<file path="config.mk">
export PLATFORM = sky130hd
export DESIGN_NAME = rs_delay_corrector_flat
export DESIGN_NICKNAME = d
export VERILOG_FILES = /design/src/rtl/rs_pkg.sv /design/src/rtl/rs_delay_corrector_if.sv /design/src/rtl/rs_align_pipe.sv /design/src/rtl/rs_delay_corrector.sv /design/src/flat_wrapper.sv
export SDC_FILE = /design/constraint.sdc
export NUM_CORES = 1
export LEC_CHECK = 0
export CORE_MARGIN = 2
export CORE_UTILIZATION = 50
export DETAILED_ROUTE_END_ITERATION = 12
export GPL_ROUTABILITY_DRIVEN = 0
export PLACE_DENSITY_LB_ADDON = 0.05
export SYNTH_ARGS = -nofsm -noshare
export SYNTH_HDL_FRONTEND = slang
export SYNTH_SLANG_ARGS = --single-unit
</file>
<file path="constraint.sdc">
create_clock -name clock -period 4.2 [get_ports clock]
set_clock_uncertainty 0.15 [all_clocks]
set_input_delay 1.26 -clock clock [delete_from_list [all_inputs] [get_ports clock]]
set_output_delay 1.26 -clock clock [all_outputs]
set_load 0.02 [all_outputs]
</file>
<file path="src/rtl/rs_pkg.sv">
// Shared constants and types for the RS decoder symbol delay path.
package rs_pkg;

    localparam int RS_SYM_W  = 8;
    localparam int RS_N      = 255;
    localparam int RS_ADDR_W = 8;

    typedef logic [RS_SYM_W-1:0]  rs_sym_t;
    typedef logic [RS_ADDR_W-1:0] rs_ptr_t;
    typedef logic [RS_ADDR_W:0]   rs_occ_t;

endpackage : rs_pkg

</file>
<file path="src/rtl/rs_delay_corrector_if.sv">
// Bus between the delay corrector and the dual-port symbol delay RAM.
// master: the corrector (drives write and read requests); slave: the RAM.
interface rs_delay_corrector_if import rs_pkg::*; #(
    parameter int SYM_W  = RS_SYM_W,
    parameter int ADDR_W = RS_ADDR_W
);

    logic [SYM_W-1:0]  ram_data;
    logic              ram_wren;
    logic [ADDR_W-1:0] ram_wraddress;
    logic [ADDR_W-1:0] ram_rdaddress;
    logic              ram_rden;
    logic [SYM_W-1:0]  ram_q;

    modport master (
        output ram_data, ram_wren, ram_wraddress, ram_rdaddress, ram_rden,
        input  ram_q
    );

    modport slave (
        input  ram_data, ram_wren, ram_wraddress, ram_rdaddress, ram_rden,
        output ram_q
    );

endinterface : rs_delay_corrector_if

</file>
<file path="src/rtl/rs_align_pipe.sv">
// Fixed-depth shift register that delays per-beat side information
// ({valid, sop, eop, err_mag}) so it lines up with the RAM read data.
module rs_align_pipe #(
    parameter int W     = 11,
    parameter int DEPTH = 2
) (
    input  logic         clock,
    input  logic         reset,
    input  logic [W-1:0] din,
    output logic [W-1:0] dout
);

    logic [W-1:0] stage [DEPTH];

    // Shift one stage per clock; every stage clears on reset.
    // NOTE: this small array is reset deliberately so no stale beat can emerge
    // after reset; the delay RAM is not reset, occupancy keeps it from being read.
    always_ff @(posedge clock or posedge reset) begin
        if (reset) begin
            for (int i = 0; i < DEPTH; i++) stage[i] <= '0;
        end else begin
            stage[0] <= din;
            for (int i = 1; i < DEPTH; i++) stage[i] <= stage[i-1];
        end
    end

    assign dout = stage[DEPTH-1];

endmodule : rs_align_pipe

</file>
<file path="src/rtl/rs_delay_corrector.sv">
// RS decoder symbol delay corrector: buffers received symbols in the delay
// RAM, replays them against the Forney error-magnitude stream and emits the
// corrected codeword with sop/eop markers.
// Optional build macro RS_CORR_STATS_EN adds a per-codeword count of
// corrected symbols on corr_count; without it corr_count is tied to 0.
module rs_delay_corrector import rs_pkg::*; #(
    parameter int SYM_W  = RS_SYM_W,
    parameter int ADDR_W = RS_ADDR_W,
    parameter int N      = RS_N,
    parameter int RD_LAT = 2
) (
    input  logic                 clock,
    input  logic                 reset,
    input  logic [SYM_W-1:0]     in_sym,
    input  logic                 in_valid,
    input  logic                 in_sop,
    rs_delay_corrector_if.master ram,
    input  logic [SYM_W-1:0]     err_mag,
    input  logic                 err_valid,
    output logic                 err_ready,
    output logic [SYM_W-1:0]     out_sym,
    output logic                 out_valid,
    output logic                 out_sop,
    output logic                 out_eop,
    output logic                 overflow,
    output logic                 frame_err,
    output logic [ADDR_W-1:0]    corr_count
);

    localparam logic [ADDR_W:0]   DEPTH    = {1'b1, {ADDR_W{1'b0}}};
    localparam logic [ADDR_W-1:0] LAST_IDX = ADDR_W'(N - 1);
    localparam int                PIPE_W   = SYM_W + 3;

    logic [ADDR_W-1:0] wr_ptr, rd_ptr;
    logic [ADDR_W-1:0] wr_idx, rd_idx;
    logic [ADDR_W:0]   occ;
    logic              full, wr_en, accept;

    logic [PIPE_W-1:0] pipe_din, pipe_dout;
    logic              d_valid, d_sop, d_eop;
    logic [SYM_W-1:0]  d_mag;

    // Request side is combinational from registered occupancy, so a symbol
    // written this cycle becomes readable on the next one at the earliest.
    assign full      = (occ == DEPTH);
    assign wr_en     = in_valid & ~full;
    assign err_ready = (occ != '0);
    assign accept    = err_valid & err_ready;

    assign ram.ram_wren      = wr_en;
    assign ram.ram_data      = in_sym;
    assign ram.ram_wraddress = wr_ptr;
    assign ram.ram_rden      = accept;
    assign ram.ram_rdaddress = rd_ptr;

    // Circular RAM pointers and occupancy; simultaneous write and accept cancel.
    // NOTE: state registers use non-blocking assignments so every register
    // samples the pre-edge value of the others regardless of statement order.
    always_ff @(posedge clock or posedge reset) begin
        if (reset) begin
            wr_ptr <= '0;
            rd_ptr <= '0;
            occ    <= '0;
        end else begin
            if (wr_en)  wr_ptr <= wr_ptr + ADDR_W'(1);
            if (accept) rd_ptr <= rd_ptr + ADDR_W'(1);
            case ({wr_en, accept})
                2'b10:   occ <= occ + (ADDR_W+1)'(1);
                2'b01:   occ <= occ - (ADDR_W+1)'(1);
                default: occ <= occ;
            endcase
        end
    end

    // Input framing: write index advances on every valid symbol (even a dropped
    // one), resynchronises on sop, and latches the sticky error flags.
    always_ff @(posedge clock or posedge reset) begin
        if (reset) begin
            wr_idx    <= '0;
            overflow  <= 1'b0;
            frame_err <= 1'b0;
        end else if (in_valid) begin
            if (full)                     overflow  <= 1'b1;
            if (in_sop && wr_idx != '0)   frame_err <= 1'b1;
            if (in_sop)                   wr_idx    <= ADDR_W'(1);
            else if (wr_idx == LAST_IDX)  wr_idx    <= '0;
            else                          wr_idx    <= wr_idx + ADDR_W'(1);
        end
    end

    // Read index tracks the position of each accepted symbol within its codeword.
    always_ff @(posedge clock or posedge reset) begin
        if (reset)                     rd_idx <= '0;
        else if (accept) begin
            if (rd_idx == LAST_IDX)    rd_idx <= '0;
            else                       rd_idx <= rd_idx + ADDR_W'(1);
        end
    end

    // Markers are qualified by accept so idle cycles carry an all-zero beat.
    assign pipe_din = {accept,
                       accept & (rd_idx == '0),
                       accept & (rd_idx == LAST_IDX),
                       err_mag};

    rs_align_pipe #(
        .W     (PIPE_W),
        .DEPTH (RD_LAT)
    ) u_align (
        .clock (clock),
        .reset (reset),
        .din   (pipe_din),
        .dout  (pipe_dout)
    );

    assign {d_valid, d_sop, d_eop, d_mag} = pipe_dout;

    // Output register: apply the delayed error magnitude to the replayed symbol.
    always_ff @(posedge clock or posedge reset) begin
        if (reset) begin
            out_valid <= 1'b0;
            out_sop   <= 1'b0;
            out_eop   <= 1'b0;
            out_sym   <= '0;
        end else begin
            out_valid <= d_valid;
            out_sop   <= d_sop;
            out_eop   <= d_eop;
            out_sym   <= d_valid ? (ram.ram_q ^ d_mag) : '0;
        end
    end

`ifdef RS_CORR_STATS_EN
    logic [ADDR_W-1:0] corr_acc;
    logic              corr_hit;

    assign corr_hit = d_valid & (d_mag != '0);

    // Count corrected beats; publish the total (including the eop beat) at eop.
    always_ff @(posedge clock or posedge reset) begin
        if (reset) begin
            corr_acc   <= '0;
            corr_count <= '0;
        end else if (d_valid && d_eop) begin
            corr_count <= corr_acc + ADDR_W'(corr_hit);
            corr_acc   <= '0;
        end else if (corr_hit) begin
            corr_acc   <= corr_acc + ADDR_W'(1);
        end
    end
`else
    assign corr_count = '0;
`endif

endmodule : rs_delay_corrector

</file>
<file path="src/flat_wrapper.sv">
// flat-port wrapper written by rule: the top's interface ports become plain ports
module rs_delay_corrector_flat import rs_pkg::*;
#(
    parameter int SYM_W  = RS_SYM_W,
    parameter int ADDR_W = RS_ADDR_W,
    parameter int N      = RS_N,
    parameter int RD_LAT = 2
)
  (clock, reset, in_sym, in_valid, in_sop, err_mag, err_valid, err_ready, out_sym, out_valid, out_sop, out_eop, overflow, frame_err, corr_count, ram_ram_data, ram_ram_wren, ram_ram_wraddress, ram_ram_rdaddress, ram_ram_rden, ram_ram_q);
  rs_delay_corrector_if #(.SYM_W(SYM_W), .ADDR_W(ADDR_W)) ram_i ();
  input  logic clock;
  input  logic reset;
  input  logic [SYM_W-1:0] in_sym;
  input  logic in_valid;
  input  logic in_sop;
  input  logic [SYM_W-1:0] err_mag;
  input  logic err_valid;
  output logic err_ready;
  output logic [SYM_W-1:0] out_sym;
  output logic out_valid;
  output logic out_sop;
  output logic out_eop;
  output logic overflow;
  output logic frame_err;
  output logic [ADDR_W-1:0] corr_count;
  output wire logic [$bits(ram_i.ram_data)-1:0] ram_ram_data;
  output wire logic [$bits(ram_i.ram_wren)-1:0] ram_ram_wren;
  output wire logic [$bits(ram_i.ram_wraddress)-1:0] ram_ram_wraddress;
  output wire logic [$bits(ram_i.ram_rdaddress)-1:0] ram_ram_rdaddress;
  output wire logic [$bits(ram_i.ram_rden)-1:0] ram_ram_rden;
  input wire logic [$bits(ram_i.ram_q)-1:0] ram_ram_q;
  assign ram_ram_data = ram_i.ram_data;
  assign ram_ram_wren = ram_i.ram_wren;
  assign ram_ram_wraddress = ram_i.ram_wraddress;
  assign ram_ram_rdaddress = ram_i.ram_rdaddress;
  assign ram_ram_rden = ram_i.ram_rden;
  assign ram_i.ram_q = ram_ram_q;
  rs_delay_corrector #(.SYM_W(SYM_W), .ADDR_W(ADDR_W), .N(N), .RD_LAT(RD_LAT)) u_core (.clock(clock), .reset(reset), .in_sym(in_sym), .in_valid(in_valid), .in_sop(in_sop), .ram(ram_i), .err_mag(err_mag), .err_valid(err_valid), .err_ready(err_ready), .out_sym(out_sym), .out_valid(out_valid), .out_sop(out_sop), .out_eop(out_eop), .overflow(overflow), .frame_err(frame_err), .corr_count(corr_count));
endmodule
</file>
==> impl_metrics.env <==
export IMPL_status="finished, final reports clean"
export IMPL_met2_usage_pct=28.3
export IMPL_setup_tns_ns=0
export IMPL_via_per_inst=5.00
export IMPL_port_buffers=52
export IMPL_place_area_mm2=0.00408
export IMPL_dominantRegCellSynth="dfrtp_1"
export IMPL_synthCells=315
export IMPL_final_hold_worst_slack_ns=0.199
export IMPL_overflow=0
export IMPL_clockBufferDepth=2
export IMPL_synth_compound_area_share_pct=8.69
export IMPL_synthSimpleGateAreaFrac_pct=15.3
export IMPL_synth_most_common_cell="dfrtp_1"
export IMPL_cp_start_kind="input port"
export IMPL_holdCritStartpoint="u_core.u_align.stage[16]"
export IMPL_fin_crit_ns=4.03
export IMPL_synth_commonest_cells="76 x dfrtp_1, 26 x nand2_1, 20 x xnor2_1"
export IMPL_grt_use_met3_pct=6.41
export IMPL_end_kind="output pin"
export IMPL_final_antenna_net_count=0
export IMPL_fill_cells=551
export IMPL_ys_types=47
export IMPL_synthMuxAreaShare_pct=0.605
export IMPL_rrSetupSlack_ns=0.74
export IMPL_ios=77
export IMPL_reg2reg_from="u_core.occ[0]"
export IMPL_synth_top_family_by_area="simple AND/OR/NAND/NOR gates"
export IMPL_synth_top_area_share_pct=54.1
export IMPL_synth_fa_ha_area_share_pct=6.27
export IMPL_min_period_over_period_pct=95.9
export IMPL_power_leakage_nw=1.90
export IMPL_antennaDiodeCount=0
export IMPL_hold_violations=0
export IMPL_core_area_mm2=0.00679
export IMPL_min_to="u_core.u_align.dout[5]"
export IMPL_dpl_hpwl_um=4510
export IMPL_grt_max_degree=38
export IMPL_grt_antenna_before_repair=0
export IMPL_totalWireLength_um=6200
export IMPL_grt_setup_unrepaired="false"
export IMPL_netlist_top_cells_area="dfrtp_1 54%, ha_1 5.7%, xnor2_1 5.0%"
export IMPL_ctsHtreeMaxLevel=3
export IMPL_setup_viol=0
export IMPL_die_w_um=87.8
export IMPL_cts_resized_gates=0
export IMPL_ir_drop_v=0.000317
export IMPL_setup_worst_path_class="input port to output pin"
export IMPL_top_usage_layer="met2"
export IMPL_yosysTopAreaCell="dfrtp_1"
export IMPL_numClockSinks=76
export IMPL_nets=416
export IMPL_clkLatencyLatePin_ns=0.35
export IMPL_fp_dieArea_mm2=0.00772
export IMPL_synth_xor_area_share_pct=8.97
export IMPL_worstPathMaxFanout=6
export IMPL_drcViolationCount=0
export IMPL_die_h_um=87.8
export IMPL_hold_class="flip-flop to flip-flop"
export IMPL_grt_pass1_wl_um=10300
export IMPL_synth_area_per_cell_um2=11.2
export IMPL_maxSlewViolCount=0
export IMPL_cts_tree="yes"
export IMPL_async_flop_share_pct=100
export IMPL_synth_edf_count=0
export IMPL_cts_clk_slew_worst_paths_ns=0.08
export IMPL_holdBufCountCts=0
export IMPL_ys_warn_count=0
export IMPL_layout_drive_gt1_share_pct=10.2
export IMPL_rows=30
export IMPL_reg2regPathDepth=9
export IMPL_slew_headroom_pct=50.8
export IMPL_clockRootBuffer="clkbuf_8"
export IMPL_routedWlPerCell_um=13.2
export IMPL_finalInstanceArea_mm2=0.00432
export IMPL_fmax_mhz=248
export IMPL_synthToLayoutAreaGrowth_pct=22.8
export IMPL_first_pass_iters=4
export IMPL_grt_pass1_vias=2258
export IMPL_grtUsageTotal_pct=17.6
export IMPL_tightestPinTransition_ns=0.737
export IMPL_ys_ff_latch=76
export IMPL_powerDensity_mw_per_mm2=585
export IMPL_grtUsageMet1_pct=22.3
export IMPL_critical_path_required_ns=2.79
export IMPL_vias=2351
export IMPL_drt_iter0_markers=66
export IMPL_holdPathStages=0
export IMPL_cts_inserted_buffers=9
export IMPL_start_util_pct=51.7
export IMPL_crit_arrival_ns=2.62
export IMPL_synth_area_mm2=0.00351
export IMPL_cap_violations=0
export IMPL_postCtsSetupBuffers=0
export IMPL_yosysSeqAreaShare_pct=54.1
export IMPL_timing_rr_end="u_core.occ[8]"
worst max-delay path, stage by stage:
cell	delay, ns
clkdlybuf4s50_1	0.52
o31ai_4	0.14
inv_4	0.10
clkdlybuf4s50_1	0.60
cells by family (layout without fill, tap and decap cells):
kind of cell / Yosys count / count (layout)
AOI/OAI and AO/OA: 44 / 44
xor gates and xnor gates: 36 / 36
adders and majority gates: 17 / 17
buffers and inverters: 36 / 88
DFF: 76 / 76
muxes: 2 / 2
other: 1 / 8
and+or+nand+nor: 103 / 103
state kept, by name (all words and copies together), names as in the netlist, 8 cells and up:
signal	flops
u_core.u_align.dout	11
u_core.u_align.stage	11
u_core.occ	9
u_core.out_sym	8
u_core.ram.ram_rdaddress	8
u_core.ram.ram_wraddress	8
u_core.rd_idx	8
u_core.wr_idx	8
layout by cell type, fill, tap and decap left out, types with 2 or more instances in the layout:
cell             synthesis  final
nor3_1                   5      5
bufinv_16                0      3
o211ai_1                 2      2
inv_1                   12     11
conb_1                   1      8
nand2b_1                 2      2
a22o_1                   2      2
or4_4                    2      2
nand3_1                 12     12
o31ai_4                  2      2
nand2_1                 26     26
buf_4                   17      7
nor3b_1                  3      3
inv_2                    1      2
o21ai_0                 18     18
nor2_1                  19     19
and3_1                   5      5
ha_1                    16     16
a21oi_1                  8      8
clkdlybuf4s50_1          0     52
xor2_1                  16     16
xnor2_1                 20     20
o31ai_1                  2      2
nor4_1                   3      3
dfrtp_1                 76     76
nand4_1                  9      9
nor4b_1                  2      2
and2_1                   9      9
clkbuf_8                 0      9
o21ai_2                  3      3
final cells by class:
cell class | instances | area (µm²) | share of cell area (%)
Tap cell | 96 | 120 | 2.78
Clock buffer | 9 | 124 | 2.87
Sequential cell | 76 | 1900 | 44.1
Clock inverter | 6 | 111 | 2.58
Timing Repair Buffer | 59 | 573 | 13.3
Multi-Input combinational cell | 210 | 1430 | 33.1
Inverter | 14 | 55.1 | 1.28
metrics by stage:
step / worst slack, ns / power, mW / utilization (%) / instances
after floorplan: 0.685 / 1.61 / - / 322
final: 0.170 / 2.53 / 63.5 / 470
after CTS: 0.160 / 2.55 / 63.5 / 470
after detailed placement: 0.166 / 1.89 / 60.1 / 455
after global routing: 0.122 / 2.70 / 63.5 / 470
after global placement: 0.178 / 1.88 / 60.1 / 455
per-layer routing:
layer / up-vias / share of wire (%)
met5: - / 0
met4: 0 / 0.82
met3: 5 / 5.4
met2: 56 / 47
met1: 1127 / 47
li1: 1163 / -
how the worst max path moves through the flow:
stage                     startpoint             to  cells past startpoint
after floorplan            err_valid  u_core.occ[8]                     10
after global placement      in_valid   ram_ram_wren                      4
after detailed placement    in_valid   ram_ram_wren                      4
after CTS                   in_valid   ram_ram_wren                      4
after global routing        in_valid   ram_ram_wren                      4
final                       in_valid   ram_ram_wren                      4
power by group:
part | total [mW] | switching, mW | internal [mW]
clock | 0.654 | 0.262 | 0.392
combinational | 0.807 | 0.416 | 0.391
sequential | 1.06 | 0.180 | 0.885
No activity file was read; power rests on OpenSTA's default activity.
